===== src/rtl/disp_pkg.sv =====
// Shared character codes, 14-segment glyphs and controller state type.
// Glyph bit order, MSB first: a b c d e f g1 g2 h i j k l m.
package disp_pkg;

  typedef enum logic [0:0] {StLoad, StShow} disp_state_e;

  localparam logic [4:0] CHAR_SPACE   = 5'd0;
  localparam logic [4:0] CHAR_A       = 5'd1;
  localparam logic [4:0] CHAR_Z       = 5'd26;
  localparam logic [4:0] CHAR_N_TILDE = 5'd27;

  localparam logic [13:0] GLYPH_SPACE   = 14'b00000000000000;
  localparam logic [13:0] GLYPH_A       = 14'b11101111000000;
  localparam logic [13:0] GLYPH_B       = 14'b11110001010010;
  localparam logic [13:0] GLYPH_C       = 14'b10011100000000;
  localparam logic [13:0] GLYPH_D       = 14'b11110000010010;
  localparam logic [13:0] GLYPH_E       = 14'b10011110000000;
  localparam logic [13:0] GLYPH_F       = 14'b10001110000000;
  localparam logic [13:0] GLYPH_G       = 14'b10111101000000;
  localparam logic [13:0] GLYPH_H       = 14'b01101111000000;
  localparam logic [13:0] GLYPH_I       = 14'b10010000010010;
  localparam logic [13:0] GLYPH_J       = 14'b01111000000000;
  localparam logic [13:0] GLYPH_K       = 14'b00001110001100;
  localparam logic [13:0] GLYPH_L       = 14'b00011100000000;
  localparam logic [13:0] GLYPH_M       = 14'b01101100101000;
  localparam logic [13:0] GLYPH_N       = 14'b01101100100100;
  localparam logic [13:0] GLYPH_O       = 14'b11111100000000;
  localparam logic [13:0] GLYPH_P       = 14'b11001111000000;
  localparam logic [13:0] GLYPH_Q       = 14'b11111100000100;
  localparam logic [13:0] GLYPH_R       = 14'b11001111000100;
  localparam logic [13:0] GLYPH_S       = 14'b10110111000000;
  localparam logic [13:0] GLYPH_T       = 14'b10000000010010;
  localparam logic [13:0] GLYPH_U       = 14'b01111100000000;
  localparam logic [13:0] GLYPH_V       = 14'b00001100001001;
  localparam logic [13:0] GLYPH_W       = 14'b01101100000101;
  localparam logic [13:0] GLYPH_X       = 14'b00000000101101;
  localparam logic [13:0] GLYPH_Y       = 14'b00000000101010;
  localparam logic [13:0] GLYPH_Z       = 14'b10010000001001;
  localparam logic [13:0] GLYPH_N_TILDE = 14'b10101011000000;

endpackage


===== src/rtl/seg14_font.sv =====
// Character code to 14-segment glyph lookup; unused codes render blank.
module seg14_font
  import disp_pkg::*;
(
  input  logic [4:0]  code,
  output logic [13:0] glyph
);

  always_comb begin
    glyph = GLYPH_SPACE;
    case (code)
      5'd1:  glyph = GLYPH_A;
      5'd2:  glyph = GLYPH_B;
      5'd3:  glyph = GLYPH_C;
      5'd4:  glyph = GLYPH_D;
      5'd5:  glyph = GLYPH_E;
      5'd6:  glyph = GLYPH_F;
      5'd7:  glyph = GLYPH_G;
      5'd8:  glyph = GLYPH_H;
      5'd9:  glyph = GLYPH_I;
      5'd10: glyph = GLYPH_J;
      5'd11: glyph = GLYPH_K;
      5'd12: glyph = GLYPH_L;
      5'd13: glyph = GLYPH_M;
      5'd14: glyph = GLYPH_N;
      5'd15: glyph = GLYPH_O;
      5'd16: glyph = GLYPH_P;
      5'd17: glyph = GLYPH_Q;
      5'd18: glyph = GLYPH_R;
      5'd19: glyph = GLYPH_S;
      5'd20: glyph = GLYPH_T;
      5'd21: glyph = GLYPH_U;
      5'd22: glyph = GLYPH_V;
      5'd23: glyph = GLYPH_W;
      5'd24: glyph = GLYPH_X;
      5'd25: glyph = GLYPH_Y;
      5'd26: glyph = GLYPH_Z;
      5'd27: glyph = GLYPH_N_TILDE;
      default: glyph = GLYPH_SPACE;
    endcase
  end

endmodule


===== src/rtl/disp_scroll_ctrl.sv =====
// Message loader and multiplexed 14-segment scanner with optional rotation
// of messages longer than the display.
module disp_scroll_ctrl
  import disp_pkg::*;
#(
  parameter int unsigned DIGITS     = 12,
  parameter int unsigned BUF_DEPTH  = 16,
  parameter int unsigned SCAN_DIV   = 1000,
  parameter int unsigned SCROLL_DIV = 50
) (
  input  logic              clk,
  input  logic              rst,
  input  logic              clr,
  input  logic              wr_valid,
  output logic              wr_ready,
  input  logic [4:0]        wr_char,
  input  logic              wr_last,
  input  logic              scroll_en,
  output logic              busy,
  output logic [DIGITS-1:0] sel,
  output logic [13:0]       segm
);

  localparam int unsigned LW = $clog2(BUF_DEPTH + 1);
  localparam int unsigned AW = (BUF_DEPTH > 1) ? $clog2(BUF_DEPTH) : 1;
  localparam int unsigned DW = (DIGITS > 1) ? $clog2(DIGITS) : 1;
  localparam int unsigned SW = (SCAN_DIV > 1) ? $clog2(SCAN_DIV) : 1;
  localparam int unsigned FW = (SCROLL_DIV > 1) ? $clog2(SCROLL_DIV) : 1;
  localparam int unsigned IW = $clog2(BUF_DEPTH + DIGITS + 1);

  disp_state_e       state_q;
  logic [4:0]        mem_q [BUF_DEPTH];
  logic [LW-1:0]     len_q, offset_q, offset_inc, offset_nxt;
  logic [DW-1:0]     d_q;
  logic [SW-1:0]     scan_q;
  logic [FW-1:0]     frame_q;
  logic [DIGITS-1:0] sel_q;
  logic [13:0]       segm_q, glyph;
  logic [IW-1:0]     sum, idx;
  logic              scan_tc, d_wrap, frame_tc, show_digit, scroll_step, accept;

  // offset < len and d < len whenever rotation is active, so one subtract wraps the index
  assign sum = IW'(offset_q) + IW'(d_q);
  assign idx = (sum >= IW'(len_q)) ? sum - IW'(len_q) : sum;

  seg14_font u_font (
    .code  (mem_q[idx[AW-1:0]]),
    .glyph (glyph)
  );

  assign scan_tc     = (scan_q == SW'(SCAN_DIV - 1));
  assign d_wrap      = (d_q == DW'(DIGITS - 1));
  assign frame_tc    = (frame_q == FW'(SCROLL_DIV - 1));
  assign show_digit  = (32'(d_q) < 32'(len_q)) || (32'(len_q) > DIGITS);
  assign scroll_step = scan_tc && d_wrap && frame_tc && (state_q == StShow) && scroll_en &&
                       (32'(len_q) > DIGITS);
  assign offset_inc  = offset_q + LW'(1);
  assign offset_nxt  = (offset_inc == len_q) ? '0 : offset_inc;

  assign wr_ready = (state_q == StLoad) && !clr;
  assign accept   = wr_valid && wr_ready;
  assign busy     = (state_q == StShow);
  assign sel      = sel_q;
  assign segm     = segm_q;

  always_ff @(posedge clk) begin
    if (rst) begin
      state_q  <= StLoad;
      len_q    <= '0;
      offset_q <= '0;
      d_q      <= '0;
      scan_q   <= '0;
      frame_q  <= '0;
      sel_q    <= '0;
      segm_q   <= '0;
    end else begin
      if (scan_tc) begin
        scan_q <= '0;
        sel_q  <= DIGITS'(1) << d_q;
        segm_q <= ((state_q == StShow) && show_digit) ? glyph : '0;
        d_q    <= d_wrap ? '0 : d_q + DW'(1);
        if (d_wrap) frame_q <= frame_tc ? '0 : frame_q + FW'(1);
      end else begin
        scan_q <= scan_q + SW'(1);
      end
      // Offset only moves as d wraps, so the next frame starts with the new value
      if (scroll_step) offset_q <= offset_nxt;
      if (clr) begin
        state_q  <= StLoad;
        len_q    <= '0;
        offset_q <= '0;
        segm_q   <= '0;
      end else if (accept) begin
        mem_q[len_q[AW-1:0]] <= wr_char;
        len_q                <= len_q + LW'(1);
        if (wr_last || (len_q == LW'(BUF_DEPTH - 1))) state_q <= StShow;
      end
    end
  end

endmodule


===== config.mk =====
export PLATFORM = sky130hd
export DESIGN_NAME = disp_scroll_ctrl
export DESIGN_NICKNAME = d
export VERILOG_FILES = /design/src/rtl/disp_pkg.sv /design/src/rtl/seg14_font.sv /design/src/rtl/disp_scroll_ctrl.sv
export SDC_FILE = /design/constraint.sdc
export NUM_CORES = 1
export LEC_CHECK = 0
export CAP_MARGIN = 20
export CORE_ASPECT_RATIO = 0.7
export CORE_UTILIZATION = 35
export DETAILED_ROUTE_END_ITERATION = 16
export HOLD_SLACK_MARGIN = 0.03
export SLEW_MARGIN = 10
export SYNTH_ARGS = -nofsm -noshare
export SYNTH_HDL_FRONTEND = slang
export SYNTH_HIERARCHICAL = 1
export SYNTH_SLANG_ARGS = --single-unit
export TNS_END_PERCENT = 1

===== constraint.sdc =====
create_clock -name clk -period 8.5 [get_ports clk]
set_clock_uncertainty 0.05 [all_clocks]
set_input_delay 2.55 -clock clk [delete_from_list [all_inputs] [get_ports clk]]
set_output_delay 2.55 -clock clk [all_outputs]
set_load 0.005 [all_outputs]

Word-level counts from Yosys, hierarchy flattened
Memories as Yosys holds them, arrays and structs flattened.
Index checks and enable logic that the tools add are counted.

storage, ports and cells
  bits in registers = 57
  latch bits = 0
  memory bits (writable) = 80
  bits in read-only memories = 448
  input port bits = 11
  output and inout port bits = 28
  logic and storage cells = 51
  memories kept = 2

memory list
  memory           words  width  rd ports  clocked after memory_dff  write ports  line                    RTL
  (no name shown)  32     14     1         0                         0            seg14_font.sv:11        case (code)
  mem_q            16     5      1         0                         1            disp_scroll_ctrl.sv:32  logic [4:0] mem_q [BUF_DEPTH];

operators by class
  $add $sub $neg = 7
  multiply operators = 0
  div/mod/pow operators = 0
  magnitude comparators = 3
  eq/ne operators = 5
  shifts and indexed selects = 1
  multiplexer cells = 9
  bitwise logic cells = 1
  reduce and logical (&&, ||, !) cells = 15

operator list
  cell                                                number
  2-to-1 mux 14 bit                                   1
  << shifter 1 x 4 -> 12 bit, first input constant    1
  adder 10 x 1 -> 10 bit, second input constant       1
  adder 5 x 1 -> 5 bit, second input constant         2
  == test 10 bit, second input constant               1
  logical AND 1 bit                                   8
  2-to-1 mux 4 bit                                    2
  adder 6 x 1 -> 6 bit, second input constant         1
  == test 6 bit, second input constant                1
  2-to-1 mux 6 bit                                    1
  adder 5 x 4 -> 5 bit                                1
  == test 5 x 4 -> 1 bit, second input constant       1
  == test 5 bit                                       1
  greater-or-equal comparator 5 bit                   1
  > comparator 5 x 4 -> 1 bit, second input constant  1
  less-than comparator 4 x 5 -> 1 bit                 1
  2-to-1 mux 5 bit                                    1
  adder 4 x 1 -> 4 bit, second input constant         1
  == test 4 bit, second input constant                1
  2-to-1 mux 1 bit                                    4
  AND reduction 2 bit                                 2
  OR reduction 2 bit                                  2
  subtractor 4 bit                                    1
  logical OR 1 bit                                    2
  2 further kinds                                     2

Logic depth before layout (Yosys ltp)
Gate-level depths: netlist (run 1).

  word-level depth = 7
  depth in mapped cells = 22
  mapped depth without buffers = 20

Modules after synthesis
Netlist (run 1), hierarchy kept.

modules (own cells, without submodules)
  module            instances  cells each  area an instance (um^2)  seq. area each (um^2)
  disp_scroll_ctrl  1          576         6272.3                   3543.4
  seg14_font        1          88          631.9                    0.0

Worst setup path before layout (run 1)
OpenSTA, ideal clock, no wires.

  kind = input-to-output
  start point = in clr
  end point = out wr_ready
  arrival time = 2665 ps
  data required time = 5900 ps
  slack = 3235 ps
  stages = 1
  buffers on the path = 0
  cell sequence = nor2_1

between the ends
  longest elaborated chain between the ends = 2

ends and longest elaborated chain
  item               line                    RTL
  from (decl)        disp_scroll_ctrl.sv:13  input logic clr,
  zero test 1 bit    disp_scroll_ctrl.sv:60  assign wr_ready = (state_q == StLoad) && !clr;
  logical AND 1 bit  disp_scroll_ctrl.sv:60
  to (decl)          disp_scroll_ctrl.sv:15  output logic wr_ready,

No other way between the ends.

Worst setup path in the final report (run 1)
Ends and elaborated chain as after synthesis.

==> results of run 1 <==
## worst max path at each step
stage,startpoint,cells past startpoint,endpoint
after CTS,clr,3,wr_ready
after detailed placement,clr,3,wr_ready
after floorplan,clr,1,wr_ready
final,clr,3,wr_ready
after global placement,clr,3,wr_ready
after global routing,d_q[1],20,segm[6]
## metrics by stage
stage	area, sq um	power, mW	util	cells	worst slack, ns
detailed placement	7480	0.893	0.391	934	2.30
floorplan	6900	0.851	-	664	3.24
finish	8050	1.59	0.421	967	2.31
CTS	8040	1.60	0.420	966	2.30
global placement	7480	0.889	0.391	934	2.29
global route	8050	1.65	0.421	967	1.98
## area by class of cell
class / count / area [sq um]
clock buffer: 22 / 462
clock inverter: 10 / 95.1
fill: 1834 / 11100
inverter: 21 / 78.8
multi-input combinational: 469 / 3110
sequential: 137 / 3540
tap: 264 / 330
timing repair buffer: 44 / 425
## critical path: stages
cell	delay, ns
clkdlybuf4s50_1	0.42
nor2_1	0.11
clkdlybuf4s50_1	0.51
## layout by cell type (no fill, tap or decap), types with 5 or more instances in the layout
cell / netlist / final
a211o_1: 8 / 8
and2_1: 6 / 6
clkdlybuf4s50_1: 0 / 38
a211oi_1: 18 / 18
nor3_1: 6 / 6
nand4_1: 7 / 7
nand3_1: 21 / 21
o21ai_0: 15 / 15
a21oi_1: 33 / 33
edfxtp_1: 80 / 80
a21boi_0: 11 / 11
clkbuf_16: 0 / 17
o32ai_1: 10 / 10
nor2b_1: 11 / 11
nor2_1: 65 / 65
xnor2_1: 14 / 14
inv_1: 21 / 21
a21o_1: 6 / 6
buf_4: 2 / 6
ha_1: 35 / 35
nand2_1: 66 / 66
a22oi_1: 14 / 14
a311o_1: 5 / 5
xor2_1: 13 / 13
o21ai_1: 5 / 5
a311oi_1: 5 / 5
dfxtp_1: 57 / 57
and3_1: 25 / 25
a31oi_1: 5 / 5
nand2b_1: 7 / 7
## cells by family (layout without fill, tap and decap cells)
logic type | Yosys count | in the layout
AOI/OAI and AO/OA | 160 | 160
xor gates and xnor gates | 27 | 27
adders and majority gates | 37 | 37
buffers and inverters | 58 | 97
DFF | 137 | 137
muxes | 7 | 7
and+or+nand+nor | 238 | 238
## power by group through the flow
stage	Clock, mW	Sequential, mW	Combinational, mW
after CTS	0.716	0.706	0.173
final	0.706	0.706	0.176
after detailed placement	0	0.721	0.172
after global routing	0.746	0.707	0.194
after global placement	0	0.720	0.168
after floorplan	0	0.720	0.131
## per-layer routing
layer | routed length, um | part of all wire
met4 | 162 | 0.0097
met5 | 0 | 0
met2 | 7080 | 0.42
met1 | 8330 | 0.50
met3 | 1160 | 0.069
## sequential cells by signal (all words and copies together) (netlist names), 4 cells and up
name	count
d_q	4
frame_q	6
len_q	5
mem_q	80
offset_q	5
scan_q	10
segm	14
sel	12
==> metrics.cfg, run 1 <==
[timing]
rsz0062_at_grt = false
relSlewSlack = 0.306
timing.final.hold_violations = 0
holdWs_ns = 0.402
period_needed_ns = 6.19
fmax_mhz = 162
finalSetupTns_ns = 0
finalMaxSlewViolations = 0
final-setup-viol-count = 0
worstMarginPinSlew_ns = 1.04
post-route-period-util = 0.728

[flow_run]
cap_violations = 0

[setup_path]
r2r-end = segm[6]
crit_arrival_ns = 3.59
worst_setup_path_end_kind = output pin
critPathLaunchType = input pin
rr_worst_depth = 21
crit_type = in2out
rrSetupSlack_ns = 2.39
crit_fanout = 2
rr_startpoint = offset_q[0]
worst_ep_required_time_ns = 5.90

[floorplanning]
die_height_um = 120
dieArea_sq_um = 20300
core_sq_um = 19100
io_pins = 39
die_x_um = 170
rows = 42
initial_core_util = 0.361

[global_routing]
grt_busiest_layer = met1
grt_usage = 0.176
gr-total-overflow = 0
grt_use_met3 = 0.0406
grt_use_met2 = 0.242
grt_pass1_wl_um = 27100
grt_max_degree = 38
grt_pass1_vias = 4969
use_met1 = 0.267
antenna_found_initial = 0

[routing]
routed_wl_um = 16700
ant_nets = 0
viasPerCell = 5.38
drt-initial-drc-count = 530
drc = 0
first_pass_iters = 5
wire_per_inst_um = 17.3
vias = 5198

[synthesis]
synthTopCellsByArea = edfxtp_1 (35%), dfxtp_1 (17%), ha_1 (6.3%)
synth_ff_type = edfxtp_1
synth.most_common_cell = edfxtp_1
synth_mux_area_frac = 0.0107
syn_area_sq_um = 6900
synth-simple-area-share = 0.169
synth_cell_types = 62
synth_edf_count = 80
synth_top_family_by_area = simple AND/OR/NAND/NOR gates
yosys_warnings = 6
syn_inst = 664
yosysTopAreaCellShare = 0.348
synth_top_area_cell = edfxtp_1
synth_compound_area_frac = 0.167
syn_area_per_cell_sq_um = 10.4
synthAdderAreaFrac = 0.0692
synth-async-reset-ratio = 0
yosysSeqAreaShare = 0.513
synth_xor_area_frac = 0.0343
synth_commonest_cells = edfxtp_1 (80), nand2_1 (66), nor2_1 (65)
yosys_register_bits = 137
syn-num-nets = 712

[clocking]
clock_latency_ns = 0.42
ctsHtreeMaxLevel = 4
clock_path_buffers = 2
holdBufCountCts = 0
numCtsBuffers = 17
clkSinkCount = 137
cts_root_buf = clkbuf_16
clk_pin_slew_worst_paths_ns = 0.06
cts_tree = yes
postCtsResizedCells = 0
postCtsSetupRepairBufs = 0

[power]
p_per_area_nw_per_um2 = 197
p_int_mw = 1.19
vdd_drop_max_mv = 0.0990
leakagePower_nw = 2.85
pwr-share-clk = 0.445
power_frac_comb = 0.111
p_sw_frac = 0.253
p_sw_uw = 402
power_frac_seq = 0.445

[worst_hold_path]
worstHoldPathType = reg2reg
whs_path_depth = 2
holdCritStartpoint = sel[6]
whs_endpoint = sel[6]

[placed_design]
gp_congestion = 0.843
portBuffers = 38
hpwlAfterDp_um = 11800

[final_layout]
nNetsFinal = 738
syn2layout_area_growth_pct = 16.5
diodes = 0
drive_gt1_frac = 0.0711

[run_status]
status = completed

(Power assumes the default switching activity.)
==> inputs of run 2 (changes only) <==
==> constraint.sdc (replaced) <==
create_clock -name clk -period 5.7 [get_ports clk]
set_clock_uncertainty 0.05 [all_clocks]
set_input_delay 1.71 -clock clk [delete_from_list [all_inputs] [get_ports clk]]
set_output_delay 1.71 -clock clk [all_outputs]
set_load 0.005 [all_outputs]
==> metrics.cfg, run 2 (synthesis gave the netlist of run 1 again) <==
[run_status]
status = completed

[clocking]
clkSinkCount = 137  ; unchanged
clk_pin_slew_worst_paths_ns = 0.07  ; about the same
postCtsResizedCells = 0  ; unchanged
numCtsBuffers = 17  ; unchanged
ctsHtreeMaxLevel = 4  ; unchanged
cts_tree = yes
holdBufCountCts = 0  ; unchanged
postCtsSetupRepairBufs = 0  ; unchanged
clock_latency_ns = 0.43  ; about the same
cts_root_buf = clkbuf_16
clock_path_buffers = 2  ; unchanged

[setup_path]
crit_fanout = 24  ; +22
crit_type = reg2reg
crit_arrival_ns = 5.67  ; +2.08 ns
critPathLaunch = d_q[0]
worst_ep_required_time_ns = 5.95  ; +0.05 ns
rr_worst_depth = 22  ; +4.8%
worst_setup_path_end_kind = flop
critPathLaunchType = flop
rr_startpoint = d_q[0]

[routing]
routed_wl_um = 17200  ; +2.8%
first_pass_iters = 5  ; unchanged
vias = 5317  ; +2.3%
viasPerCell = 5.43  ; +1.0%
wire_per_inst_um = 17.6  ; +1.5%
drc = 0  ; unchanged
drt-initial-drc-count = 559  ; +5.5%
ant_nets = 0  ; unchanged

[final_layout]
syn2layout_area_growth_pct = 18.7
nFillCells = 1813  ; -1.1%
final_common_cell = edfxtp_1
drive_gt1_frac = 0.0979  ; +0.0268
nNetsFinal = 750  ; +1.6%
diodes = 0  ; unchanged
mostFrequentLayoutCells = edfxtp_1 (80), nand2_1 (66), nor2_1 (64)
fin_util = 0.428  ; +0.00772
largest_register_ffs = 80  ; unchanged

[floorplanning]
core_sq_um = 19100  ; unchanged
dieArea_sq_um = 20300  ; unchanged
die_height_um = 120  ; unchanged
die_x_um = 170  ; unchanged
initial_core_util = 0.361  ; unchanged
io_pins = 39  ; unchanged
rows = 42  ; unchanged

[placed_design]
gp_congestion = 0.960  ; +14%
hpwlAfterDp_um = 12200  ; +3.8%
dp_slack_ns = 0.266  ; -2.03 ns
portBuffers = 38  ; unchanged

[timing]
holdWs_ns = 0.405  ; +0.00333 ns
rsz0062_at_grt = false
post-route-period-util = 0.951
worstMarginPinSlew_ns = 1.01  ; -0.0267 ns
final-setup-viol-count = 0  ; unchanged
finalMaxSlewViolations = 0  ; unchanged
finalSetupTns_ns = 0  ; unchanged
period_needed_ns = 5.42
fmax_mhz = 185
relSlewSlack = 0.320  ; +0.0143
setup_ws_ns = 0.280  ; -2.03 ns
timing.final.hold_violations = 0  ; unchanged

[worst_hold_path]
worstHoldPathType = reg2reg
whs_path_depth = 2  ; unchanged
holdCritStartpoint = sel[6]

[power]
vdd_drop_max_mv = 0.201  ; +100%
p_per_area_nw_per_um2 = 294  ; +49%
leakagePower_nw = 2.93  ; +2.9%

[global_routing]
grt_pass1_wl_um = 27500  ; +1.6%
antenna_found_initial = 0  ; unchanged
grt_max_degree = 36  ; -5.3%
grt_pass1_vias = 5059  ; +1.8%
grt_usage = 0.177  ; +0.00167
gr-total-overflow = 0  ; unchanged

[flow_run]
cap_violations = 0  ; unchanged

==> run 2: cell types whose count changed in the layout (fill, tap and decap cells not counted), sizes merged <==
cell / change
inv: +6
clkinv: +1
bufinv: -1
clkinvlp: -1
clkbuf: -5
buf: +12
==> run 2: worst max-delay path: stages (launching register included) <==
cell and delay, ns:
dfxtp_1 0.37, ha_1 0.24, fa_1 0.41, a21o_1 0.18, a21oi_1 0.18, xnor2_1 0.09, ha_1 0.32, nand4_1 0.13
o21bai_1 0.37, o21ai_1 0.17, nand2_1 0.09, buf_4 0.30, buf_4 0.21, nand2_1 0.06, a311oi_1 0.47, a211o_1 0.25
inv_1 0.13, ha_1 0.43, mux2_2 0.31, a21oi_1 0.21, o21ai_0 0.10, a22oi_1 0.15, nor2_1 0.05
==> run 2: final cells by class <==
cell class | count | area, sq um | area share
multi-input cells | 469 | 3130 | 0.383
clock inverters | 15 | 151 | 0.0185
clock buffers | 17 | 425 | 0.0519
repair buffers | 56 | 529 | 0.0646
well taps | 264 | 330 | 0.0403
inverters | 21 | 78.8 | 0.00962
flip-flops and latches | 137 | 3540 | 0.432
==> run 2: path summary, 6_finish.rpt <==
check / endpoint / slack [ns]
min reg2reg: sel[6] / 0.41
min: sel[6] / 0.41
max reg2reg: segm[6] / 0.28
max: segm[6] / 0.28
==> run 2: where the power goes <==
| group | internal [mW] | switching (mW) | total [mW] |
|---|---|---|---|
| combinational | 0.106 | 0.176 | 0.282 |
| sequential | 1.05 | 0.00357 | 1.05 |
| clock | 0.584 | 0.493 | 1.08 |
==> run 2: per-stage QoR <==
step	std cells	power, mW	cell area, sq um
finish	979	2.41	8190
global route	979	2.49	8190
CTS	977	2.42	8150
detailed placement	945	1.35	7580
global placement	945	1.34	7580
floorplan	664	1.27	6900
==> run 2: per-layer routing <==
| metal | wire length (um) | track usage | up-vias |
|---|---|---|---|
| met4 | 266 | 0.0541 | 0 |
| met5 | 0 | 0 | - |
| met1 | 8410 | 0.269 | 2550 |
| li1 | - | - | 2512 |
| met3 | 1420 | 0.0429 | 32 |
| met2 | 7110 | 0.245 | 223 |
